File: src/rtl/nibble_serial_add_ctrl.sv
`timescale 1ns/1ps
`default_nettype none
// ============================================================================
//  Module      : nibble_serial_add_ctrl (plus leaf FA_4bits_RCA)
//  Description : Multi-cycle WIDTH-bit adder. A single 4-bit ripple-carry
//                adder is time-shared across the operand, one nibble per
//                clock, with the inter-nibble carry held in a register.
//                Valid/ready handshakes on both the operand and result side.
//  Ports       : clk          - clock, rising edge
//                rst_n        - synchronous active-low reset
//                i_in_valid   - operand request valid
//                o_in_ready   - controller idle, operands will be accepted
//                i_a, i_b     - operands, sampled only on accept
//                i_cin        - carry-in to nibble 0, sampled only on accept
//                o_out_valid  - o_sum/o_cout valid (held until i_out_ready)
//                i_out_ready  - consumer takes the result
//                o_sum        - a + b + cin mod 2^WIDTH
//                o_cout       - carry out of the most significant nibble
//                o_busy       - controller not idle
//  Revision    : 1.0 - initial release
// ============================================================================

// ----------------------------------------------------------------------------
// FA_4bits_RCA: 4-bit ripple-carry adder built from a chain of full adders.
// ----------------------------------------------------------------------------
module FA_4bits_RCA (
  input  logic [3:0] i_a,
  input  logic [3:0] i_b,
  input  logic       i_cin,
  output logic [3:0] o_sum,
  output logic       o_cout
);

  logic [4:0] w_c;

  assign w_c[0] = i_cin;

  for (genvar gi = 0; gi < 4; gi++) begin : g_bit
    assign o_sum[gi]  = i_a[gi] ^ i_b[gi] ^ w_c[gi];
    assign w_c[gi+1]  = (i_a[gi] & i_b[gi]) | (w_c[gi] & (i_a[gi] ^ i_b[gi]));
  end

  assign o_cout = w_c[4];

endmodule

// ----------------------------------------------------------------------------
// nibble_serial_add_ctrl: sequencer around one FA_4bits_RCA.
// ----------------------------------------------------------------------------
module nibble_serial_add_ctrl #(
  parameter int WIDTH = 16
) (
  input  logic             clk,
  input  logic             rst_n,
  input  logic             i_in_valid,
  output logic             o_in_ready,
  input  logic [WIDTH-1:0] i_a,
  input  logic [WIDTH-1:0] i_b,
  input  logic             i_cin,
  output logic             o_out_valid,
  input  logic             i_out_ready,
  output logic [WIDTH-1:0] o_sum,
  output logic             o_cout,
  output logic             o_busy
);

  localparam int N     = WIDTH / 4;
  localparam int IDX_W = $clog2(N);

  localparam logic [IDX_W-1:0] c_LAST = IDX_W'(N - 1);
  localparam logic [IDX_W-1:0] c_ONE  = IDX_W'(1);

  localparam logic [1:0] c_IDLE = 2'd0;
  localparam logic [1:0] c_RUN  = 2'd1;
  localparam logic [1:0] c_DONE = 2'd2;

  if ((WIDTH % 4 != 0) || (WIDTH < 8)) begin : g_bad_width
    $error("nibble_serial_add_ctrl: WIDTH must be a multiple of 4 and >= 8");
  end

  logic [1:0]       r_state;
  logic [1:0]       w_state_nxt;
  logic [IDX_W-1:0] r_idx;
  logic [WIDTH-1:0] r_a;
  logic [WIDTH-1:0] r_b;
  logic             r_carry;
  logic [WIDTH-1:0] r_sum;
  logic             r_cout;

  logic             w_accept;
  logic             w_last;
  logic [IDX_W+1:0] w_base;
  logic [3:0]       w_slice_sum;
  logic             w_slice_cout;

  // Accept is qualified by state only; o_in_ready is just the IDLE decode.
  assign w_accept = (r_state == c_IDLE) && i_in_valid;
  assign w_last   = (r_idx == c_LAST);

  // Bit offset of the current nibble (idx * 4).
  assign w_base = {r_idx, 2'b00};

  FA_4bits_RCA u_rca (
    .i_a    (r_a[w_base +: 4]),
    .i_b    (r_b[w_base +: 4]),
    .i_cin  (r_carry),
    .o_sum  (w_slice_sum),
    .o_cout (w_slice_cout)
  );

  // --------------------------------------------------------------------------
  // FSM: state register
  // --------------------------------------------------------------------------
  always_ff @(posedge clk) begin
    if (!rst_n) begin
      r_state <= c_IDLE;
    end else begin
      r_state <= w_state_nxt;
    end
  end

  // --------------------------------------------------------------------------
  // FSM: next-state logic
  // --------------------------------------------------------------------------
  always_comb begin
    w_state_nxt = r_state;
    case (r_state)
      c_IDLE:  if (i_in_valid)  w_state_nxt = c_RUN;
      c_RUN:   if (w_last)      w_state_nxt = c_DONE;
      c_DONE:  if (i_out_ready) w_state_nxt = c_IDLE;
      default:                  w_state_nxt = c_IDLE;
    endcase
  end

  // --------------------------------------------------------------------------
  // FSM: output decode, purely from the state register
  // --------------------------------------------------------------------------
  always_comb begin
    o_in_ready  = 1'b0;
    o_out_valid = 1'b0;
    o_busy      = 1'b1;
    case (r_state)
      c_IDLE: begin
        o_in_ready = 1'b1;
        o_busy     = 1'b0;
      end
      c_DONE:  o_out_valid = 1'b1;
      default: ;
    endcase
  end

  // --------------------------------------------------------------------------
  // Datapath
  // --------------------------------------------------------------------------
  always_ff @(posedge clk) begin
    if (!rst_n) begin
      r_idx   <= '0;
      r_a     <= '0;
      r_b     <= '0;
      r_carry <= 1'b0;
      r_sum   <= '0;
      r_cout  <= 1'b0;
    end else if (w_accept) begin
      r_a     <= i_a;
      r_b     <= i_b;
      r_carry <= i_cin;
      r_idx   <= '0;
      r_sum   <= '0;
      r_cout  <= 1'b0;
    end else if (r_state == c_RUN) begin
      r_sum[w_base +: 4] <= w_slice_sum;
      r_carry            <= w_slice_cout;
      // Hold idx on the last nibble so it never wraps inside RUN.
      if (w_last) begin
        r_cout <= w_slice_cout;
      end else begin
        r_idx  <= r_idx + c_ONE;
      end
    end
  end

  assign o_sum  = r_sum;
  assign o_cout = r_cout;

endmodule
`default_nettype wire

File: config.mk
export PLATFORM = sky130hd
export DESIGN_NAME = nibble_serial_add_ctrl
export DESIGN_NICKNAME = d
export VERILOG_FILES = /design/src/rtl/nibble_serial_add_ctrl.sv
export SDC_FILE = /design/constraint.sdc
export NUM_CORES = 1
export LEC_CHECK = 0
export ABC_CLOCK_PERIOD_IN_PS = 6150
export CAP_MARGIN = 20
export CORE_MARGIN = 4
export CORE_UTILIZATION = 45
export CTS_CLUSTER_DIAMETER = 60
export CTS_CLUSTER_SIZE = 40
export DETAILED_ROUTE_END_ITERATION = 8
export DONT_BUFFER_PORTS = 1
export GPL_TIMING_DRIVEN = 1
export MAX_ROUTING_LAYER = met4
export PLACE_DENSITY_LB_ADDON = 0.15
export SLEW_MARGIN = 20
export SYNTH_ARGS = -nofsm -noshare
export SYNTH_HDL_FRONTEND = slang
export SYNTH_SLANG_ARGS = --single-unit
File: constraint.sdc
create_clock -name clk -period 6.15 [get_ports clk]
set_clock_uncertainty 0.1 [all_clocks]
set_input_delay 0.3075 -clock clk [delete_from_list [all_inputs] [get_ports clk]]
set_output_delay 0.3075 -clock clk [all_outputs]
set_load 0.05 [all_outputs]
Word-level counts from Yosys, hierarchy flattened
Index checks and enable logic that the tools add are counted.
{"block": "totals", "register_bits": 54, "inputBits": 37, "out_inout_bits": 20}
{"block": "op_classes", "addsub": 2, "eq_ne": 6, "shift": 4, "mux": 10, "n_bitwise": 22, "reduce_logical": 7}
{"op": "indexed part select 16 x 5 -> 4 bit", "n": 2}
{"op": "bitwise mux 16 bit", "n": 1}
{"op": "variable shift 4 x 6 -> 16 bit, first input constant", "n": 1}
{"op": "indexed part select 4 x 6 -> 16 bit", "n": 1}
{"op": "AND 1 bit", "n": 8}
{"op": "bitwise XOR 1 bit", "n": 8}
{"op": "two-way mux 2 bit", "n": 3}
{"op": "inequality test 2 bit, second input constant", "n": 3}
{"op": "negation 4 -> 6 bit", "n": 1}
{"op": "one-hot mux 2 bit (3 select lines)", "n": 1}
{"op": "two-way mux 1 bit", "n": 5}
{"op": "equality test 2 bit, second input constant", "n": 2}
{"op": "OR 1 bit", "n": 4}
{"op": "AND reduction 2 bit", "n": 2}
{"op": "AND reduction 3 bit", "n": 1}
{"op": "adder 2 x 1 -> 2 bit, second input constant", "n": 1}
{"op": "equality test 2 x 1 -> 1 bit, second input constant", "n": 1}
{"op": "zero test 2 bit", "n": 1}
{"op": "inverter 1 bit", "n": 2}
{"op": "nonzero test 2 bit", "n": 1}
{"op": "OR reduction 2 bit", "n": 1}
{"op": "logical AND 1 bit", "n": 1}

Depth between registers and ports, before layout
Gate-level depths: netlist (run 1).
{"block": "logic_depth", "ltp_word": 12, "ltp_mapped": 11, "depth_no_buf": 9}

Hierarchy
From an unflattened synthesis (run 1), not the netlist that was laid out.
{"block": "unflattened", "hier_cells": 268, "hier_area_um2": 2536.2}
{"mod": "nibble_serial_add_ctrl", "n_inst": 1, "cells_per_inst": 254, "area_per_inst_um2": 2418.6, "seq_area_each_um2": 1081.0}
{"mod": "FA_4bits_RCA", "n_inst": 1, "cells_per_inst": 14, "area_per_inst_um2": 117.6, "seq_area_each_um2": 0.0}

Least setup slack after synthesis (run 1)
No wires, ideal clock.
{"block": "synth_path", "kind": "register to register", "startpoint": "register r_idx[0]", "endpoint": "register r_sum[6] (netlist: o_sum[6])", "arrival_ns": 2.871, "t_required_ns": 5.980, "setup_slack_ns": 3.109, "path_stages_with_launch": 10, "period_less_slack_ns": 3.041, "path_cell_list": "dfxtp_1 -> buf_6 -> buf_4 -> mux4_2 -> fa_1 -> inv_1 -> fa_1 -> fa_1 -> or4_1 -> a21oi_1"}
{"block": "synth_between", "elab_chain_cells": 11, "elab_cells_between_ends": 23, "cone_classes": "1 x add/sub; 4 x shift; 1 x mux; 17 x bitwise"}
{"element": "from (decl)", "line": "83", "source": "logic [IDX_W-1:0] r_idx;"}
{"element": "from (signal assigned)", "line": "177", "source": "r_idx <= r_idx + c_ONE;"}
{"element": "indexed part select 16 x 5 -> 4 bit, on equally long branches", "line": "104, 105"}
{"element": "bitwise XOR 1 bit", "line": "39, 40"}
{"element": "AND 1 bit", "line": "40", "source": "assign w_c[gi+1] = (i_a[gi] & i_b[gi]) | (w_c[gi] & (i_a[gi] ^ i_b[gi]));"}
{"element": "OR 1 bit", "line": "40"}
{"element": "AND 1 bit", "line": "40"}
{"element": "OR 1 bit", "line": "40"}
{"element": "AND 1 bit", "line": "40"}
{"element": "OR 1 bit", "line": "40"}
{"element": "bitwise XOR 1 bit", "line": "39", "source": "assign o_sum[gi] = i_a[gi] ^ i_b[gi] ^ w_c[gi];"}
{"element": "indexed part select 4 x 6 -> 16 bit", "line": "171", "source": "r_sum[w_base +: 4] <= w_slice_sum;"}
{"element": "bitwise mux 16 bit (*)", "line": "171"}
{"element": "to (signal, indexed assignment)", "line": "171"}
{"element": "to (decl)", "line": "87", "source": "logic [WIDTH-1:0] r_sum;"}
Mark *: on every way between the ends. The rest lies on a longest branch, timed or not.
A chain may end at the register's enable or synchronous reset.

Worst setup path in the final report (run 1)
{"block": "layout_path", "startpoint": "register r_idx[1]", "endpoint": "register r_sum[6] (netlist: o_sum[6])"}
The elaborated chain is that of the path after synthesis.

==> results of run 1 <==
metrics by stage:
step | hold slack, ns | total power, mW | setup WS (ns) | cells | util [%]
floorplan | 0.330 | 0.458 | 3.11 | 278 | -
finish | 0.0237 | 0.699 | 3.09 | 343 | 48.7
CTS | 0.0176 | 0.705 | 3.05 | 342 | 48.5
global placement | 0.330 | 0.471 | 3.20 | 334 | 46.6
detailed placement | 0.335 | 0.472 | 3.08 | 334 | 46.6
global route | 0.00868 | 0.736 | 2.91 | 343 | 48.7
power by group through the flow:
stage          registers, mW  logic, mW  clock network (mW)
2_1_floorplan          0.382     0.0755                   0
3_3_place_gp           0.389     0.0823                   0
3_5_place_dp           0.389     0.0834                   0
4_1_cts                0.380     0.0837               0.241
5_1_grt                0.383     0.0942               0.259
6_report               0.380     0.0839               0.235
Yosys cell counts:
library cell,count
nand2_1,81
dfxtp_1,54
a21boi_0,26
a21oi_1,16
inv_1,9
nand4_1,8
a21boi_1,7
buf_2,7
clkbuf_1,6
ha_1,6
buf_4,4
fa_1,4
mux4_1,4
mux4_2,4
nand2b_1,4
nand3b_1,4
nor2_1,4
or4_1,4
nor2b_1,3
nor3b_1,3
a21oi_2,2
nand4b_1,2
or3_1,2
or3b_1,2
and3b_1,1
buf_6,1
mux2i_1,1
nand2_2,1
nand3_1,1
nand3b_2,1
nor3b_2,1
nor3b_4,1
o2111a_1,1
o21a_1,1
or2_2,1
xnor2_1,1
path summary, 6_finish.rpt:
path	to	slack, ns	depth (start not counted)
worst max-delay path	o_sum[6]$_SDFFE_PP0P_	3.09	7
worst min-delay path	r_b[12]$_SDFFE_PN0P_	0.02	2
worst max register to register	o_sum[6]$_SDFFE_PP0P_	3.09	7
worst min register to register	r_a[14]$_SDFFE_PN0P_	0.36	2
layout make-up:
| class | count | area share (%) |
|---|---|---|
| clock buffers | 7 | 2.85 |
| repair buffers | 3 | 0.979 |
| inverters | 9 | 1.26 |
| well taps | 72 | 3.36 |
| multi-input cells | 197 | 50.1 |
| clock inverters | 1 | 1.12 |
| flip-flops and latches | 54 | 40.3 |
state kept, by name, indices dropped and copies added (netlist names):
register	flops
r_state	2
r_b	16
o_sum	16
r_idx	2
r_a	16
o_cout	1
r_carry	1
kinds of logic (layout without fill, tap and decap cells):
kind of cell,after synthesis,after routing
compound gates,53,53
xor+xnor,1,1
fa+ha+maj,10,10
buf+inv,27,20
flops,54,54
mux,9,9
simple gates,124,124
layer usage:
layer  wire [um]  GRT usage (%)  vias up
met1        2440           19.9      832
met5           0              -        -
met3         289           4.37        5
met2        2420           23.9       54
li1            -              -      927
met4          41           4.31        0
==> metrics.md, run 1 <==
| Metric | Value |
|---|---|
| Outcome | `complete, no violations` |
| Max stage delay on crit path | `0.68 ns` |
| Crit path DAT | `3.20 ns` |
| Crit path required time | `approximately 6.3 ns` |
| Clock tree buffer depth | `2` |
| Final Net Count | `317` |
| Worst Setup SP | `r_idx[1]$_SDFFE_PP0P_` |
| Number of remaining DRC errors | `0` |
| Footprint of the multi-input gates | `1350 um2` |
| Most common cell after layout, fill and taps aside | `nand2_1` |
| Pins Over Slew Limit | `0` |
| Mapped Area | `2560 um2` |
| CP max stage cell | `dfxtp_1` |
| Initial core utilization | `46.5%` |
| Hold Startpoint | `i_b[12]` |
| Yosys Warn Count | `0` |
| Crit path max-delay family | `adder cells` |
| Buf+Inv Stages, Crit Path | `1` |
| Count of cell types in the netlist | `36` |
| Antenna violation net count after detailed routing | `0` |
| Buffers on Ports | `0` |
| H-tree levels | `2` |
| Largest net degree at the start of global routing | `37` |
| Root Buffer | `clkbuf_8` |
| CTS buffer count | `5` |
| Vias after detailed routing | `1,818` |
| Die height | `between 80 and 90 um` |
| Leak | `0.932 nW` |
| Switch Pwr | `~180 uW` |
| Final hold violation count | `0` |
| Multiplexer share of the synthesized area | `8.02%` |
| Slew HR | `34.9%` |
| Gr ovfl total | `0` |
| Crit-path max FO | `13` |
| Hpwl dp | `3720 um` |
| CP Cell Sequence | `mux4_2, fa_1, inv_1, fa_1, fa_1, or4_1, a21oi_1` |
| Ports | `57` |
| Die area | `6960 um2` |
| Hold buffer count at CTS | `0` |
| Worst Max-Slew Pin Slew | `0.975 ns` |
| Finished Cell Area | `2680 um2` |
| Synth top area share | `a little over two fifths` |
| Antenna violations before repair | `0` |
| Rows | `27` |
| Avg Cell Area, Syn | `just over 9 um2` |
| PwrDens | `between 200 and 300 nW/um2` |
| Postcts setup bufs | `0` |
| P&R area growth vs syn | `4.84%` |
| # resized after CTS | `0` |
| Most frequent CP cell | `fa_1` |
| Max Cap Viol | `0` |
| Area leader, netlist | `dfxtp_1` |
| Crit end category | `flop` |
| Seq/Total Area, Yosys | `42.2%` |
| Critical path type | `reg -> reg` |
| Post-Synthesis Cells | `278` |
| Type of origin of the critical path | `flop` |
| Hold crit path type | `in -> reg` |
| Die span in x | `between 80 and 90 um` |
| Pre-Repair DR Iteration Count | `4` |
| DRT iter0 DRCs | `65` |
| Ranking of synthesized cells by area | `dfxtp_1, nand2_1, a21boi_0` |
| Post-synthesis xor/xnor area fraction | `0.342%` |
| Final WL | `5190 um` |
| Fin crit period | `around 3 ns` |
| First-pass GRT wire length | `8680 um` |
| Int Pwr | `522 uW` |
| CTS Sinks | `54` |
| Fill count | `554` |
| Post-Synth Simple-Gate Area | `around a quarter` |
| Placer congestion estimate | `0.814` |
| R2r startpoint | `r_idx[1]$_SDFFE_PP0P_` |
| Period utilization | `49.8%` |
| Wire per inst | `15.1 um` |
| Synth Area in Adders | `under 10%` |
| RSZ-0062 raised after global routing | `no` |
| Highest attainable clock frequency | `0.326 GHz` |
| Seq cells post-synth | `54` |
| Clock Pin Slew Worst Setup and Hold Paths | `0.10 ns` |
| Layout cell share with drive strength beyond 1 | `under 10%` |
| GRT Util Overall | `around 15%` |
| Share of total power in the clock network | `33.6%` |
| CTS tree | `done` |
| Net Sw Frac | `25.3%` |
| Main combinational cell family by area after synthesis | `simple AND/OR/NAND/NOR gates` |
| Sequential power share | `54.4%` |
| Synth Area in Compound Gates | `14.2%` |
| Peak VDD IR | `0.000129 V` |
| Post-Syn Nets | `325` |
| Vias per cell | `5.30` |
| Dpl cell area | `2560 um2` |
| Core footprint | `5510 um2` |
| Combinational power share | `12.0%` |
| Most frequent cells in the layout | `nand2_1, dfxtp_1, a21boi_0` |
| Clock latency on the worst-skew pair | `around 0.30 ns` |
| ANT cells | `0` |
| Setup TNS | `0 ns` |
| Register area | `1080 um2` |
| Vias in the first global route | `1,761` |
| Final setup violation count | `0` |
(Power assumes the default switching activity.)
==> inputs of run 2 (changes only) <==
--- a/config.mk
+++ b/config.mk
@@ -5,7 +5,8 @@
 export SDC_FILE = /design/constraint.sdc
 export NUM_CORES = 1
 export LEC_CHECK = 0
-export ABC_CLOCK_PERIOD_IN_PS = 6150
+export ABC_AREA = 1
+export ABC_CLOCK_PERIOD_IN_PS = 3000
 export CAP_MARGIN = 20
 export CORE_MARGIN = 4
 export CORE_UTILIZATION = 45
==> constraint.sdc (replaced) <==
create_clock -name clk -period 3 [get_ports clk]
set_clock_uncertainty 0.1 [all_clocks]
set_input_delay 0.15 -clock clk [delete_from_list [all_inputs] [get_ports clk]]
set_output_delay 0.15 -clock clk [all_outputs]
set_load 0.05 [all_outputs]
==> run 2 against run 1 <==
First-iteration DRC count rose by 100%. Die area fell by 2.0%. Hold slack improved by 0.15 ns. Maximum frequency rose by 9.2%. Global-route usage rose by 3.0 points.
==> metrics.md, run 2 <==
| Metric | Value |
|---|---|
| First-pass GRT wire length | `9400 um (+8.3%)` |
| Sequential power share | `54.3% (about the same)` |
| Antenna violation net count after detailed routing | `0 (unchanged)` |
| Most common cell in the synthesized netlist | `nor2_1` |
| PwrDens | `490 nW/um2 (+88%)` |
| Seq cells post-synth | `54 (unchanged)` |
| CTS Sinks | `54 (unchanged)` |
| Critical path type | `reg -> reg` |
| Ports | `57 (unchanged)` |
| Crit end category | `flop` |
| Placed insts | `423 (+27%)` |
| Slew HR | `37.8% (+2.9 points)` |
| Vias in the first global route | `2,022 (+15%)` |
| Reg-to-reg slack, setup | `0.19 ns (-2.89 ns)` |
| Yosys Warn Count | `0 (unchanged)` |
| Root Buffer | `clkbuf_8` |
| Count of cell types in the netlist | `23 (-36%)` |
| Avg Cell Area, Syn | `6.99 um2 (-24%)` |
| Total power | `1.49 mW (+110%)` |
| Most frequent cells in the layout | `nor2_1, nand2_1, dfxtp_1` |
| Share of total power in the clock network | `27.6% (-6.0 points)` |
| Die span in x | `82.6 um (-1.0%)` |
| Net Sw Frac | `28.6% (+3.4 points)` |
| Final Net Count | `442 (+39%)` |
| Ys async rst share | `0% (unchanged)` |
| Busiest grt layer | `met2` |
| Met2 Track Usage GR | `29.8% (+5.9 points)` |
| Gr ovfl total | `0 (unchanged)` |
| Type of origin of the critical path | `flop` |
| Grt met1 use | `22.7% (+2.8 points)` |
| Final worst slack | `0.193 ns (-2.89 ns)` |
| Main flop type after synthesis | `dfxtp_1` |
| Vias per cell | `4.82 (-9.1%)` |
| Clock latency on the worst-skew pair | `0.30 ns (about the same)` |
| Switch Pwr | `426 uW (+140%)` |
| Clock tree buffer depth | `2 (unchanged)` |
| Buffers on Ports | `0 (unchanged)` |
| Die area | `6820 um2 (-2.0%)` |
| Initial core utilization | `47.8% (+1.3 points)` |
| Ranking of synthesized cells by area | `dfxtp_1, nor2_1, o21ai_0` |
| Dpl cell area | `2560 um2 (about the same)` |
| Post-synth top cells | `nor2_1, nand2_1, dfxtp_1, o21ai_0, inv_1` |
| Antenna violations before repair | `0 (unchanged)` |
| Highest attainable clock frequency | `0.356 GHz (+9.2%)` |
| Setup TNS | `0 ns (unchanged)` |
| Hold crit path type | `in -> reg` |
| Number of remaining DRC errors | `0 (unchanged)` |
| Layout Cells excl Fill | `466 (+36%)` |
| Layout cell share with drive strength beyond 1 | `7.32% (-0.057 points)` |
| Area leader, netlist | `dfxtp_1` |
| Fin crit period | `2.81 ns (-0.258 ns)` |
| Pins Over Slew Limit | `0 (unchanged)` |
| Finished Cell Area | `3030 um2 (+13%)` |
| Wire per inst | `12.2 um (-20%)` |
| Int Pwr | `1.06 mW (+100%)` |
| Mapped Area | `2500 um2 (-2.2%)` |
| P&R area growth vs syn | `21.2%` |
| Crit path DAT | `2.92 ns (-0.28 ns)` |
| Crit path required time | `3.11 ns (-3.18 ns)` |
| Vias after detailed routing | `2,245 (+23%)` |
| Pre-Repair DR Iteration Count | `4 (unchanged)` |
| Crit-path max FO | `11 (-2)` |
| Post-Synthesis Cells | `358 (+29%)` |
| GRT Util Overall | `18.5% (+3.0 points)` |
| Worst Max-Slew Pin Slew | `0.930 ns (-0.0453 ns)` |
| Post-Syn Nets | `405 (+25%)` |
| Seq/Total Area, Yosys | `43.2% (+0.95 points)` |
| Synth top area share | `43.2% (+0.95 points)` |
| Final setup violation count | `0 (unchanged)` |
| Max Cap Viol | `0 (unchanged)` |
| M3 GR Usage | `4.66% (+0.30 points)` |
| CTS buffer count | `5 (unchanged)` |
| Leak | `1.33 nW (+43%)` |
| Placer congestion estimate | `0.972 (+19%)` |
| RSZ-0062 raised after global routing | `no` |
| Outcome | `complete, no violations` |
| Postcts setup bufs | `0 (unchanged)` |
| Most common cell after layout, fill and taps aside | `nor2_1` |
| Post-synth EDFFs | `0 (unchanged)` |
| DP Worst Slack | `0.105 ns (-2.98 ns)` |
| H-tree levels | `2 (unchanged)` |
| Largest net degree at the start of global routing | `42 (+14%)` |
| Die height | `82.6 um (-1.0%)` |
| Peak VDD IR | `0.000312 V (+140%)` |
| Final hold violation count | `0 (unchanged)` |
| ANT cells | `0 (unchanged)` |
| DRT iter0 DRCs | `132 (+100%)` |
| Hpwl dp | `4080 um (+9.7%)` |
| Final WL | `5670 um (+9.2%)` |
| Combinational power share | `18.1% (+6.1 points)` |
| CTS tree | `done` |
| Period utilization | `93.6% (+44 points)` |
| Core footprint | `5240 um2 (-4.9%)` |
| Clock Pin Slew Worst Setup and Hold Paths | `0.09 ns (about the same)` |
| Rows | `26 (-3.7%)` |
run 2: power groups by stage:
stage	clock, mW	sequential [mW]	combinational (mW)
CTS	0.429	0.807	0.266
finish	0.411	0.807	0.269
detailed placement	0	0.824	0.225
global placement	0	0.823	0.223
floorplan	0	0.813	0.191
global route	0.455	0.811	0.314
run 2: worst max-delay path: stages (launching register included):
cell and delay [ns]:
dfxtp_4 0.39, inv_6 0.09, nor2_1 0.06, o22ai_2 0.21
fa_2 0.22, inv_1 0.05, fa_1 0.37, fa_1 0.37
inv_1 0.08, fa_1 0.43, nand2_1 0.11, nor2_1 0.06
nand2_1 0.05, nand2_1 0.05, inv_1 0.05, nor2_1 0.03
run 2: logic make-up (layout without fill, tap and decap cells):
| kind of cell | Yosys count | after routing | share of synthesized area [%] |
|---|---|---|---|
| AOI/OAI and AO/OA | 77 | 77 | 15.6 |
| adders and majority gates | 10 | 10 | 6.20 |
| buffers and inverters | 51 | 89 | 9.45 |
| DFF | 54 | 54 | 43.2 |
| and+or+nand+nor | 166 | 166 | 25.5 |
run 2: final timing paths:
path | startpoint | endpoint | cells after the start
setup / recovery | r_idx[0]$_SDFFE_PP0P_ | o_sum[7]$_SDFFE_PP0P_ | 15
hold / removal | rst_n | o_sum[13]$_SDFFE_PP0P_ | 2
setup reg to reg | r_idx[0]$_SDFFE_PP0P_ | o_sum[7]$_SDFFE_PP0P_ | 15
hold reg to reg | r_b[1]$_SDFFE_PN0P_ | r_b[1]$_SDFFE_PN0P_ | 2
run 2: layout make-up:
| type | instances | area (um2) |
|---|---|---|
| inverter | 37 | 146 |
| clock buffer | 6 | 82.6 |
| timing repair buffer | 44 | 418 |
| tap | 70 | 87.6 |
| clock inverter | 2 | 12.5 |
| fill | 512 | 2200 |
| sequential | 54 | 1090 |
| multi-input combinational | 253 | 1200 |
run 2: layer usage:
layer	wire length, um	vias to the layer above
met1	2460	993
met5	0	-
met4	123	0
met2	2810	42
met3	276	9
li1	-	1201
run 2: repair_timing:
item / 4_1_cts / 5_1_grt
setup endpoints to repair: 0 / 4
hold buffers: 35 / 0
gates resized for setup: 0 / 8
endpoints found under the hold margin: 35 / 0
run 2: per-stage QoR:
| stage | hold slack, ns | utilization [%] |
|---|---|---|
| after floorplan | 0.188 | - |
| after CTS | 0.164 | 57.4 |
| after global placement | 0.192 | 48.9 |
| after global routing | 0.190 | 57.9 |
| after detailed placement | 0.193 | 48.9 |
| final | 0.173 | 57.9 |
